File: src/rtl/mem_wb_skid_stage.sv
// Two-entry MEM/WB pipeline register with skid buffer: fully registered
// outputs, in-order hand-off, flush, and a saturating backpressure counter.
module mem_wb_skid_stage #(
  parameter int DATA_W = 32,
  parameter int BYTE_W = 8,
  parameter int REG_W  = 4,
  parameter int CNT_W  = 16
) (
  input  logic              clk,
  input  logic              rst,
  input  logic              flush,
  input  logic              in_valid,
  output logic              in_ready,
  input  logic [DATA_W-1:0] in_do,
  input  logic [BYTE_W-1:0] in_dob,
  input  logic [DATA_W-1:0] in_alu,
  input  logic [REG_W-1:0]  in_rg,
  input  logic [4:0]        in_ctrl,
  output logic              out_valid,
  input  logic              out_ready,
  output logic [DATA_W-1:0] out_do,
  output logic [BYTE_W-1:0] out_dob,
  output logic [DATA_W-1:0] out_alu,
  output logic [REG_W-1:0]  out_rg,
  output logic [4:0]        out_ctrl,
  output logic [CNT_W-1:0]  stall_cnt
);

  typedef enum logic [1:0] {
    ST_EMPTY = 2'd0,
    ST_ONE   = 2'd1,
    ST_FULL  = 2'd2
  } state_e;

  typedef struct packed {
    logic [DATA_W-1:0] d;
    logic [BYTE_W-1:0] b;
    logic [DATA_W-1:0] alu;
    logic [REG_W-1:0]  rg;
    logic [4:0]        ctrl;
  } entry_t;

  state_e           state_q, state_d;
  entry_t           main_q, main_d;
  entry_t           skid_q, skid_d;
  entry_t           in_e;
  logic [CNT_W-1:0] stall_q, stall_d;
  logic             accept, pop;

  assign in_e      = '{d: in_do, b: in_dob, alu: in_alu, rg: in_rg, ctrl: in_ctrl};
  assign in_ready  = (state_q != ST_FULL);
  assign out_valid = (state_q != ST_EMPTY);
  assign accept    = in_valid & in_ready;
  assign pop       = out_valid & out_ready;

  // Occupancy transitions and entry movement; flush overrides any load.
  always_comb begin
    state_d = state_q;
    main_d  = main_q;
    skid_d  = skid_q;
    if (flush) begin
      state_d = ST_EMPTY;
    end else begin
      case (state_q)
        ST_EMPTY: begin
          if (accept) begin
            main_d  = in_e;
            state_d = ST_ONE;
          end else begin
            state_d = ST_EMPTY;
          end
        end
        ST_ONE: begin
          if (accept && pop) begin
            main_d = in_e;
          end else if (accept) begin
            skid_d  = in_e;
            state_d = ST_FULL;
          end else if (pop) begin
            state_d = ST_EMPTY;
          end else begin
            state_d = ST_ONE;
          end
        end
        ST_FULL: begin
          if (pop) begin
            main_d  = skid_q;
            state_d = ST_ONE;
          end else begin
            state_d = ST_FULL;
          end
        end
        default: state_d = ST_EMPTY;
      endcase
    end
  end

  // Saturating count of cycles the head is held by downstream.
  always_comb begin
    if (out_valid && !out_ready && (stall_q != {CNT_W{1'b1}})) begin
      stall_d = stall_q + {{(CNT_W-1){1'b0}}, 1'b1};
    end else begin
      stall_d = stall_q;
    end
  end

  // State, entry and counter registers.
  always_ff @(posedge clk) begin
    if (rst) begin
      state_q <= ST_EMPTY;
      main_q  <= {$bits(entry_t){1'b0}};
      skid_q  <= {$bits(entry_t){1'b0}};
      stall_q <= {CNT_W{1'b0}};
    end else begin
      state_q <= state_d;
      main_q  <= main_d;
      skid_q  <= skid_d;
      stall_q <= stall_d;
    end
  end

  // Write enables are masked while no entry is presented.
  assign out_do    = main_q.d;
  assign out_dob   = main_q.b;
  assign out_alu   = main_q.alu;
  assign out_rg    = main_q.rg;
  assign out_ctrl  = {main_q.ctrl[4:2], main_q.ctrl[1:0] & {2{out_valid}}};
  assign stall_cnt = stall_q;

endmodule

File: config.mk
export PLATFORM = sky130hd
export DESIGN_NAME = mem_wb_skid_stage
export DESIGN_NICKNAME = d
export VERILOG_FILES = /design/src/rtl/mem_wb_skid_stage.sv
export SDC_FILE = /design/constraint.sdc
export NUM_CORES = 1
export LEC_CHECK = 0
export CAP_MARGIN = 5
export CORE_ASPECT_RATIO = 0.75
export CORE_MARGIN = 2
export CORE_UTILIZATION = 50
export DETAILED_ROUTE_END_ITERATION = 10
export GPL_TIMING_DRIVEN = 0
export HOLD_SLACK_MARGIN = 0.06
export PLACE_DENSITY_LB_ADDON = 0.3
export SYNTH_ARGS = -nofsm -noshare
export SYNTH_HDL_FRONTEND = slang
export SYNTH_SLANG_ARGS = --single-unit
File: constraint.sdc
create_clock -name clk -period 2.2 [get_ports clk]
set_input_delay 0.22 -clock clk [delete_from_list [all_inputs] [get_ports clk]]
set_output_delay 0.22 -clock clk [all_outputs]
set_load 0.005 [all_outputs]
==> flow_summary.json <==
{
  "vias": 7534,
  "rsz0062_at_grt": "false",
  "htreeDepth": 4,
  "min_period_ps": 2120,
  "drive_above_1_share": 0.124,
  "crit_type": "reg2reg",
  "cp_cell_sequence": "nand2b_1, o21ai_4, buf_2, buf_1, a311oi_1",
  "clock_latency_ps": 420,
  "crit_start": "state_q[1]",
  "viasPerCell": 5.58,
  "cts.sinks": 180,
  "crit_family": "buffers and inverters",
  "areaGrowthSynthToFinish_pct": 34.1,
  "syn_nets": 1013,
  "clock_skew_ps": 7.35,
  "io_pins": 185,
  "p_per_area_mw_per_mm2": 717,
  "diodes": 0,
  "hold_viol": 0,
  "slowest_delay_ps": 430,
  "drtPass1Iterations": 5,
  "layout_common_cells": "clkdlybuf4s50_1 (183), dfxtp_1 (179), a21oi_1 (176)",
  "crit_buf_inv": 2,
  "yosys_warnings": 0,
  "slew_headroom": 0.556,
  "core-area_mm2": 0.0159,
  "clkTransAtPathRegs_ps": 70,
  "ant_nets": 0,
  "drc": 0,
  "worst_path_max_delay_cell": "buf_1",
  "min_path_type": "in2reg",
  "final_nets": 1215,
  "maxSlewViolCount": 0,
  "synth_area_leaders": "dfxtp_1 (45%), a21oi_1 (11%), mux2i_1 (10%)",
  "die-area_mm2": 0.0172,
  "antenna_found_initial": 0,
  "post-dp-hpwl_um": 15700,
  "grt_pass1_wl_um": 34500,
  "wl_per_cell_um": 16.6,
  "startpoint_type": "register",
  "ys_ff_latch": 180,
  "routed_wl_um": 22400,
  "regToRegSetupSlack_ps": 80,
  "initial_core_util": 0.508,
  "clock-root-buffer": "clkbuf_16",
  "outcome": "finished, final reports clean",
  "fillerInstances": 1298,
  "ir_drop_v": 0.000570,
  "path_max_fanout": 10,
  "critical_path_required_ps": 2460,
  "path_depth": 5,
  "drt-initial-drc-count": 512,
  "grt_pass1_vias": 6911,
  "die-height_um": 114,
  "gp_congestion": 0.846,
  "synth_top_area_cell": "dfxtp_1",
  "portBuffers": 183,
  "fp-row-count": 40,
  "syn_inst": 926,
  "timing.critical_path.to": "out_dob[1]",
  "cts_tree": "built",
  "worst_ep_arrival_time_ps": 2380,
  "ys_seq_area_frac": 0.446,
  "p_leak_nw": 4.38,
  "netlist_area_mm2": 0.00809,
  "setup_viol": 0,
  "clockBufferDepth": 2,
  "r2r_cells": 5,
  "final_core_util": 0.681,
  "endpoint_kind": "register",
  "numCtsBuffers": 17,
  "dp_slack_ps": -479,
  "r2r_end": "out_dob[1]",
  "fin_crit_sh": 0.962,
  "setup_ws_ps": 84.3,
  "r2r_start": "state_q[1]",
  "worst-slew-pin-transition_ps": 666,
  "layout_commonest_cell": "clkdlybuf4s50_1",
  "grt_usage": 0.254,
  "synth.avg_cell_area_um2": 8.73,
  "yosysUniqueCellTypes": 36,
  "fmax_mhz": 473,
  "netlist.area_leader.share": 0.446,
  "die_w_um": 151,
  "grt-ovfl-total": 0,
  "drv_cap": 0,
  "grt_max_degree": 17
}
==> kinds of logic (layout without fill, tap and decap cells) <==
kind of cell,after synthesis,after routing,synth area share
buffers and inverters,166,381,0.117
adders and majority gates,1,1,0.00155
DFF,180,180,0.446
muxes,84,84,0.104
and+or+nand+nor,218,218,0.118
AOI/OAI and AO/OA,277,277,0.213
==> final cells by class <==
cell class,count,area (um2),share of cell area
Tap cell,210,263,0.0242
Buffer,164,951,0.0877
Multi-Input combinational cell,580,3550,0.327
Inverter,2,7.51,0.000692
Clock inverter,14,198,0.0182
Timing Repair Buffer,183,1830,0.169
Clock buffer,18,439,0.0405
Sequential cell,180,3600,0.332
==> synth_stat cells <==
cell type / count
mux2_2: 1
nor2b_1: 2
o21ai_2: 1
nand4_1: 4
nor2_1: 2
buf_4: 79
nand2b_1: 5
o21ba_2: 1
buf_1: 4
or2_2: 1
and3_1: 6
o21ai_0: 8
ha_1: 1
dfxtp_1: 180
nor2b_2: 1
buf_2: 23
nor4_1: 1
a31oi_1: 2
a2111oi_0: 1
or4_1: 4
and2_1: 2
nor3_1: 2
mux2i_1: 83
nand3b_1: 1
clkbuf_1: 58
and4_1: 6
a211oi_1: 1
o22a_1: 1
inv_1: 2
a21oi_1: 176
a311oi_1: 82
or3_1: 8
nand2_1: 167
o31ai_1: 3
o41ai_1: 1
nand3_1: 6
==> per-layer routing <==
metal	track usage	share of wire	up-vias
li1	-	-	3666
met1	0.353	0.47	3517
met2	0.397	0.44	318
met3	0.0594	0.078	33
met4	0.0741	0.017	0
met5	0	0	-
==> worst min path at each step <==
stage | startpoint | end | slack (ps) | cells past startpoint
after floorplan | flush | state_q[0] | 300 | 1
after global placement | skid_q[72] | skid_q[72] | 440 | 2
after detailed placement | skid_q[37] | skid_q[37] | 450 | 2
after CTS | in_alu[16] | skid_q[25] | 360 | 3
after global routing | in_alu[17] | skid_q[26] | 370 | 3
final | in_alu[17] | skid_q[26] | 380 | 3
==> where the power goes <==
group          switching [W]  leakage, nW  internal, W
clock                0.00133        0.308      0.00195
combinational       0.000455         2.60     0.000583
sequential         0.0000741         1.47      0.00338
total                0.00186         4.38      0.00591
==> per-stage QoR <==
step | power, W | setup TNS, ps | instances | area (um2) | hold WS [ps]
2_1_floorplan | 0.00402 | 0 | 926 | 8090 | 297
3_3_place_gp | 0.00453 | -62620 | 1319 | 10200 | 441
3_5_place_dp | 0.00455 | -66940 | 1319 | 10200 | 446
4_1_cts | 0.00779 | 0 | 1351 | 10800 | 364
5_1_grt | 0.00804 | 0 | 1351 | 10800 | 369
6_report | 0.00777 | 0 | 1351 | 10800 | 377
==> tightest hold or removal path, stage by stage <==
cell             delay (ps)
clkdlybuf4s50_1         420
nand2_1                  60
a21oi_1                  50
==> state kept, by name, summed over array words and instances, names as in the netlist, 3 cells and up <==
name	flops
out_rg	4
out_dob	8
out_alu	32
skid_q	81
out_do	32
stall_cnt	16
out_ctrl	3
==> what timing repair did <==
action / in CTS / in global routing
resized for setup: 6 / 1
hold buffers: 0 / 0
setup buffers: 0 / 0
endpoints found under the setup margin: 25 / 5
(Power assumes the default switching activity.)
